### config.mk
export PLATFORM = sky130hd
export DESIGN_NAME = sfft_collector
export DESIGN_NICKNAME = d
export VERILOG_FILES = /design/src/rtl/sfft_collector.sv
export SDC_FILE = /design/constraint.sdc
export NUM_CORES = 2
export LEC_CHECK = 0
export ABC_AREA = 0
export BUFFER_PORTS_ARGS = -buffer_cell sky130_fd_sc_hd__buf_2
export CORE_ASPECT_RATIO = 0.8
export CORE_MARGIN = 2
export CORE_UTILIZATION = 60
export DETAILED_ROUTE_END_ITERATION = 8
export GPL_TIMING_DRIVEN = 0
export PLACE_DENSITY_LB_ADDON = 0.1
export SYNTH_ARGS = -nofsm -noshare
export SYNTH_HDL_FRONTEND = slang
export SYNTH_SLANG_ARGS = --single-unit
### constraint.sdc
create_clock -name clk -period 6.5 [get_ports clk]
set_input_delay 0.325 -clock clk [delete_from_list [all_inputs] [get_ports clk]]
set_output_delay 0.325 -clock clk [all_outputs]
set_load 0.005 [all_outputs]
### src/rtl/sfft_collector.sv
// Collects per-channel bin frames from second_fft into ping-pong banks and
// holds one complete frame at a time for random-access readout.
module sfft_collector #(
  parameter int DATA_WIDTH = 80,
  parameter int NBIN       = 16,
  parameter int IDX_WIDTH  = 7
) (
  input  logic                  clk,
  input  logic                  rst_n,
  input  logic [DATA_WIDTH-1:0] s_data,
  input  logic [3:0]            s_k,
  input  logic [IDX_WIDTH-1:0]  s_index,
  input  logic                  s_valid,
  input  logic                  s_last,
  output logic                  s_ready,
  output logic                  frame_avail,
  output logic [IDX_WIDTH-1:0]  frame_index,
  input  logic                  rd_en,
  input  logic [3:0]            rd_addr,
  output logic [DATA_WIDTH-1:0] rd_data,
  input  logic                  frame_ack,
  output logic                  frame_err,
  output logic [15:0]           ok_count,
  output logic [15:0]           err_count
);

  localparam logic [1:0] W_FILL  = 2'd0;
  localparam logic [1:0] W_DROP  = 2'd1;
  localparam logic [1:0] W_STALL = 2'd2;
  localparam logic [3:0] K_LAST  = 4'(NBIN - 1);

  logic [DATA_WIDTH-1:0] mem_q [2][NBIN];

  logic [1:0]            state_q, state_d;
  logic [3:0]            exp_k_q, exp_k_d;
  logic [IDX_WIDTH-1:0]  idx_q, idx_d;
  logic [IDX_WIDTH-1:0]  bidx_q [2];
  logic [IDX_WIDTH-1:0]  bidx_d [2];
  logic                  wr_sel_q, wr_sel_d;
  logic                  swap_q, swap_d;
  logic [1:0]            full_q, full_d;
  logic                  ready_q;
  logic                  err_q, err_d;
  logic [15:0]           ok_q, ok_d;
  logic [15:0]           errc_q, errc_d;
  logic [DATA_WIDTH-1:0] rd_data_q;

  logic rd_sel, wbank, accept, ack, beat_bad, wr_en;

  // While a swap is pending the write side already targets the bank about to
  // become the write bank, so beats arriving in that cycle are not lost.
  assign rd_sel   = ~wr_sel_q;
  assign wbank    = wr_sel_q ^ swap_q;
  assign accept   = s_valid & ready_q;
  assign ack      = frame_ack & full_q[rd_sel];
  assign beat_bad = (s_k != exp_k_q)
                  || ((exp_k_q != 4'd0) && (s_index != idx_q))
                  || (s_last != (s_k == K_LAST));
  assign wr_en    = accept && (state_q == W_FILL) && !beat_bad;

  always_comb begin
    state_d  = state_q;
    exp_k_d  = exp_k_q;
    idx_d    = idx_q;
    bidx_d   = bidx_q;
    wr_sel_d = wr_sel_q;
    swap_d   = 1'b0;
    full_d   = full_q;
    err_d    = 1'b0;
    ok_d     = ok_q;
    errc_d   = errc_q;

    if (ack) full_d[rd_sel] = 1'b0;
    if (swap_q) wr_sel_d = ~wr_sel_q;

    case (state_q)
      W_FILL: begin
        if (accept) begin
          if (beat_bad) begin
            err_d   = 1'b1;
            exp_k_d = 4'd0;
            if (errc_q != '1) errc_d = errc_q + 16'd1;
            state_d = s_last ? W_FILL : W_DROP;
          end else begin
            if (exp_k_q == 4'd0) idx_d = s_index;
            if (s_last) begin
              exp_k_d       = 4'd0;
              full_d[wbank] = 1'b1;
              bidx_d[wbank] = s_index;
              if (ok_q != '1) ok_d = ok_q + 16'd1;
              if (full_q[rd_sel] && !ack) state_d = W_STALL;
              else                        swap_d  = 1'b1;
            end else begin
              exp_k_d = exp_k_q + 4'd1;
            end
          end
        end
      end
      W_DROP: begin
        if (accept && s_last) begin
          state_d = W_FILL;
          exp_k_d = 4'd0;
        end
      end
      W_STALL: begin
        if (ack) begin
          state_d = W_FILL;
          swap_d  = 1'b1;
        end
      end
      default: state_d = W_FILL;
    endcase
  end

  always_ff @(posedge clk or negedge rst_n) begin
    if (!rst_n) begin
      state_q   <= W_FILL;
      exp_k_q   <= '0;
      idx_q     <= '0;
      bidx_q    <= '{default: '0};
      wr_sel_q  <= 1'b0;
      swap_q    <= 1'b0;
      full_q    <= '0;
      ready_q   <= 1'b0;
      err_q     <= 1'b0;
      ok_q      <= '0;
      errc_q    <= '0;
      rd_data_q <= '0;
    end else begin
      state_q  <= state_d;
      exp_k_q  <= exp_k_d;
      idx_q    <= idx_d;
      bidx_q   <= bidx_d;
      wr_sel_q <= wr_sel_d;
      swap_q   <= swap_d;
      full_q   <= full_d;
      ready_q  <= (state_d != W_STALL);
      err_q    <= err_d;
      ok_q     <= ok_d;
      errc_q   <= errc_d;
      if (rd_en) rd_data_q <= mem_q[rd_sel][rd_addr];
    end
  end

  always_ff @(posedge clk) begin
    if (wr_en) mem_q[wbank][s_k] <= s_data;
  end

  assign s_ready     = ready_q;
  assign frame_avail = full_q[rd_sel];
  assign frame_index = bidx_q[rd_sel];
  assign rd_data     = rd_data_q;
  assign frame_err   = err_q;
  assign ok_count    = ok_q;
  assign err_count   = errc_q;

endmodule

After elaboration in Yosys (flattened, before gate mapping)

Memory sizes are Yosys's and may differ from the RTL's.
Index checks and enable logic that the tools add are counted.
Widths: inputs -> output; s select.

Flip-flop bits (word level): 145
Bits in writable memories: 2560
Bits of input ports: 101
Word-level logic and storage cells: 118
Memories: 1

Add/sub/neg operators: 3
Order comparisons: 10
Eq/ne operators: 11
Multiplexer cells: 46
Bitwise logic cells: 12
Reduce and logical (&&, ||, !) cells: 22

Memories:

| memory | depth | bits a word | rd ports | clocked after Yosys merged registers in | wr ports | RTL line | text |
|---|---|---|---|---|---|---|---|
| mem_q  | 2     | 1280        | 1        | 0                                       | 1        | 32       | `logic [DATA_WIDTH-1:0] mem_q [2][NBIN];` |

Operators by type and width:

| kind                  | number |
|---|---|
| $mux 1280             | 1 |
| $bmux 80 s4           | 1 |
| $demux 80 s4          | 1 |
| $mux 80               | 3 |
| $add 16x1->16 const B | 2 |
| $ne 16x16->1 const B  | 2 |
| $mux 7                | 4 |
| $mux 2                | 11 |
| $mux 4                | 4 |
| $bwmux 14             | 1 |
| $mux 1                | 14 |
| $reduce_and 4->1      | 3 |
| $ge 5x5->1 const B    | 2 |
| $not 4->5             | 2 |
| $logic_and 1x1->1     | 9 |
| $pmux 4 s2            | 1 |
| $demux 7 s1           | 1 |
| $ne 7x7->1            | 1 |
| $ne 2x2->1 const B    | 3 |
| $pmux 2 s3            | 1 |
| $lt 5x1->1 const B    | 1 |
| $reduce_and 5->1      | 1 |
| $add 4x1->4 const B   | 1 |
| $eq 4x4->1 const B    | 1 |
| other kinds (24)      | 33 |

Logic depth before layout (Yosys ltp)

Depth after elaboration: 13
Mapped depth: 9
Gate-level depth less buffers: 7

Worst setup path before layout

Ideal clock, no wire load.

Path kind: register -> register
Start point: reg idx_q[5]
End point: mem mem_q[0][1200] (netlist bit), enable pin
Setup time: 0.519 ns
Arrival: 5.169 ns
Setup slack: 0.812 ns
Cell stages (with the launch flop): 9
Buffers on the path: 2
Clock period less this slack: 5.688 ns
Cells stage by stage: dfrtp_1 xor2_1 nor4_1 a41oi_1 nand2b_1 buf_6 or4_1 buf_2 nor2_1

Word-level cells in the longest chain between the ends: 8

RTL lines:

| what                            | RTL line | text |
|---|---|---|
| start, declared                 | 36       | `logic [IDX_WIDTH-1:0] idx_q, idx_d;` |
| start signal, assigned          | 132      | `idx_q <= idx_d;` |
| $ne 7x7->1                      | 57       | `\|\| ((exp_k_q != 4'd0) && (s_index != idx_q))` |
| $logic_and 1x1->1               | 57       |  |
| $logic_or 1x1->1                | 57       |  |
| $logic_or 1x1->1                | 58       | `\|\| (s_last != (s_k == K_LAST));` |
| $logic_not 1->1                 | 59       | `assign wr_en = accept && (state_q == W_FILL) && !beat_bad;` |
| $logic_and 1x1->1               | 59       |  |
| $mux 1                          | 146      | `if (wr_en) mem_q[wbank][s_k] <= s_data;` |
| $mux 1280 (not written as such) | 146      |  |
| end, declared                   | 32       |  |

Every way passes these cells.

Final worst setup path

Start point: reg idx_q[0]
End point: mem mem_q[1][1180] (netlist bit), enable pin

Same word-level chain as after synthesis.

==> results.md <==
| Result | Reported | Unit |
| --- | --- | --- |
| Floorplan die width | 465 | µm |
| Library cell occupying the most area in the post-synthesis netlist | sky130_fd_sc_hd__edfxtp_1 | - |
| Worst-margin pin slew | 1.39 | ns |
| Setup WS pre-CTS | 1.93 | ns |
| Type of the setup path with the least slack | flop to flop | - |
| Launch point of the worst path | idx_q[0] | - |
| Number of nets produced by synthesis | 4,660 | - |
| Largest cells by area after synthesis | sky130_fd_sc_hd__edfxtp_1, sky130_fd_sc_hd__mux4_2, sky130_fd_sc_hd__dfrtp_1 | - |
| Avg Vias per Cell | 6.64 | - |
| Post-synthesis cell count | 4,555 | - |
| Clock tree from TritonCTS | done | - |
| Clock Sink Count | 2,705 | - |
| Net switching fraction of the power | 0.217 | - |
| DRC violation total after the first TritonRoute iteration | 7,234 | - |
| Post-layout net count | 5,360 | - |
| Fmax | 0.227 | GHz |
| Max cap viols | 0 | - |
| Worst endpoint data arrival time | 4.99 | ns |
| Share of the clock period used by the worst path after layout | 0.678 | - |
| Sequential cell area fraction in the yosys report | 0.790 | - |
| Count of unique library cells instantiated by Yosys | 53 | - |
| Register bit count reported by yosys | 2,705 | - |
| Number of synthesized flops with an enable pin | 2,560 | - |
| Count of vias placed by the detailed router | 51,200 | - |
| Placed wire-length estimate after detailed placement | 169,000 | µm |
| Number of port buffers | 219 | - |
| Outcome | finished, final reports clean | - |
| Clock skew | 0.0468 | ns |
| Net Switching | 7950 | µW |
| Highest fanout seen on the critical path | 24 | - |
| Number of iterations in the first detailed-routing pass | 5 | - |
| Via count of the first global-routing pass | 51,000 | - |
| Post-Syn Area | 102,000 | µm² |
| Detailed-route wire length per cell | 33.0 | µm |
| Normalized max-slew margin | 0.0748 | - |
| Maximum root-to-sink buffer count | 4 | - |
| Req. time, crit path | 7.08 | ns |
| Die Footprint | 173,000 | µm² |
| Root Buffer | sky130_fd_sc_hd__clkbuf_16 | - |
| Critical path capture point | mem_q[1][1180] | - |
| Total track usage | 0.297 | - |
| Initial core utilization | 0.603 | - |
| # fillers | 10,200 | - |
| Remaining design rule violation count | 0 | - |
| Part of the total power dissipated in sequential elements | 0.525 | - |
| Maximum number of pins on one net before global-route repair | 79 | - |
| Post-Route WL | 255,000 | µm |
| Share of the synthesized area in the top cell type | 0.754 | - |
| Final-report max-slew violation count | 0 | - |
| Number of synthesis warnings | 0 | - |
| Slack of the worst reg-to-reg path | 2.09 | ns |
| Critical path launch point type | flop | - |
| Post-synthesis to final-layout area growth | 15.3 | % |
| Aggregate global routing overflow | 0 | - |
| Unrepaired setup endpoints after global routing | no | - |
| Final weighted congestion of routability-driven global placement | 0.782 | - |
| Ratio of cells with drive above 1 in the final layout | 0.271 | - |
| Length in cells of the worst reg-to-reg path | 8 | - |
| Leakage component of the power | 0.0380 | µW |
| Area of the core | 169,000 | µm² |
| I/O pins | 223 | - |
| Number of setup violations in the final report | 0 | - |
| Number of buffers inserted during clock tree synthesis | 274 | - |
| FF/Latch Area | 80,500 | µm² |
| Core occupancy in the finished layout | 0.695 | - |
| Core Rows | 135 | - |
| Die span in y | 373 | µm |
| Final number of hold-violating endpoints | 0 | - |
| Power density relative to cell area | 312 | nW/µm² |
| Post-synth top flop | sky130_fd_sc_hd__edfxtp_1 | - |
| Tightest hold margin | 0.00961 | ns |
| Multi-input gate area | 20,500 | µm² |
| H-tree depth reported by CTS | 5 | - |
| Share of flip-flops with an asynchronous set or reset | 0.0536 | - |
| Reg-to-reg endpoint | mem_q[1][1180] | - |
| Top cells by count, synth | sky130_fd_sc_hd__edfxtp_1, sky130_fd_sc_hd__mux4_2, sky130_fd_sc_hd__a22oi_1 | - |
| Post-synthesis area per instance | 22.4 | µm² |
| Critical R2R Launch | idx_q[0] | - |
| Worst-case setup margin in the final layout | 2.09 | ns |
| Post-layout power | 36,600 | µW |
| Wire length of the first global-routing pass | 366,000 | µm |
| Number of antenna violations at the first check in global routing | 14 | - |
| Portion of total power attributed to combinational logic | 0.076 | - |
| Class of the worst hold path | input pin to asynchronous set/reset pin | - |
| Post-detailed-route count of antenna-violating nets | 0 | - |
| Fin crit period | 4.41 | ns |
| Critical path endpoint category | flop | - |
| Count leader, synth | sky130_fd_sc_hd__edfxtp_1 | - |
| Clk pin slew, worst setup/hold paths | 0.06 | ns |
| Clock network fraction of total power | 0.398 | - |
| Source-to-sink clock delay at the later pin of the worst-skew pair | 0.91 | ns |
| Post-cts sizing count | 0 | - |
| Maximum VDD drop | 0.313 | mV |
| Setup TNS | 0 | ns |
| Internal power consumption | 28,700 | µW |
## per-stage QoR
step           instances  instance area [µm²]
6_report            7712               117000
3_3_place_gp        7034               106000
2_1_floorplan       4555               102000
4_1_cts             7700               117000
3_5_place_dp        7147               108000
5_1_grt             7703               117000
## area by class of cell
| class | instances | share of cell area |
|---|---|---|
| sequential | 2705 | 0.685 |
| multi-input combinational | 1580 | 0.174 |
| clock buffer | 368 | 0.0633 |
| timing repair buffer | 424 | 0.0371 |
| tap | 2260 | 0.0241 |
| buffer | 258 | 0.00951 |
| clock inverter | 93 | 0.00557 |
| inverter | 12 | 0.000383 |
| antenna | 12 | 0.000256 |
## power by group through the flow
stage / Clock (µW) / Sequential (µW) / Combinational [µW]
2_1_floorplan: 0 / 19600 / 1650
3_3_place_gp: 0 / 19600 / 2680
3_5_place_dp: 0 / 19600 / 2760
4_1_cts: 14700 / 19200 / 2810
5_1_grt: 15400 / 19300 / 2980
6_report: 14600 / 19200 / 2790
## what timing repair did
action / 4_1_cts / 5_1_grt
hold buffers: 92 / 0
endpoints found under the hold margin: 2727 / 0
setup buffers: 0 / 0
## state kept, by name, indices dropped and copies added, names as in the netlist
signal / count
idx_q: 7
swap_q: 1
exp_k_q: 4
mem_q: 2560
ok_count: 16
frame_err: 1
bidx_q: 14
full_q: 2
rd_data: 80
s_ready: 1
err_count: 16
state_q: 2
wr_sel_q: 1
## layer usage
metal	up-vias	GRT usage	part of all wire
li1	20700	-	-
met1	27200	0.459	0.41
met2	2901	0.446	0.46
met3	346	0.0619	0.11
met4	0	0.0665	0.020
met5	-	0	0
## cell families (layout without fill, tap and decap cells)
kind of cell | Yosys count | count (layout) | synth area share
AO/OA/AOI/OAI | 539 | 539 | 0.0344
flip-flops | 2705 | 2705 | 0.790
buffers and inverters | 270 | 1155 | 0.0113
multiplexers | 682 | 682 | 0.146
AND/OR/NAND/NOR | 312 | 312 | 0.0142
XOR/XNOR | 43 | 43 | 0.00377
other | 0 | 12 | 0
adder cells (fa/ha/maj) | 4 | 4 | 0.000491
## worst min path at each step
stage	endpoint
4_1_cts	state_q[0]
5_1_grt	ok_count[3]
3_5_place_dp	ok_count[0]
3_3_place_gp	full_q[0]
6_report	ok_count[3]
2_1_floorplan	bidx_q[0]
## worst max-delay path, cell delays in order (launching register included)
cell,delay (ns)
sky130_fd_sc_hd__dfrtp_1,0.40
sky130_fd_sc_hd__xor2_1,0.17
sky130_fd_sc_hd__nor4_1,0.43
sky130_fd_sc_hd__a41oi_1,0.26
sky130_fd_sc_hd__nor3_1,0.50
sky130_fd_sc_hd__nand3b_1,0.74
sky130_fd_sc_hd__nor2_4,0.99
sky130_fd_sc_hd__buf_12,0.30
sky130_fd_sc_hd__buf_12,0.23
## placed cells by master, fill, tap and decap left out, types with 42 or more instances in the layout
cell type / instances
sky130_fd_sc_hd__edfxtp_1: 2560
sky130_fd_sc_hd__dlygate4sd3_1: 92
sky130_fd_sc_hd__a21oi_1: 176
sky130_fd_sc_hd__nand2_1: 89
sky130_fd_sc_hd__clkbuf_1: 221
sky130_fd_sc_hd__dfrtp_1: 145
sky130_fd_sc_hd__buf_12: 103
sky130_fd_sc_hd__buf_2: 296
sky130_fd_sc_hd__mux4_2: 640
sky130_fd_sc_hd__o22ai_1: 72
sky130_fd_sc_hd__nor2_1: 68
sky130_fd_sc_hd__clkbuf_16: 281
sky130_fd_sc_hd__a22oi_1: 222
sky130_fd_sc_hd__nor3_1: 42
sky130_fd_sc_hd__clkinv_1: 47
No activity file was read; power rests on OpenSTA's default activity.
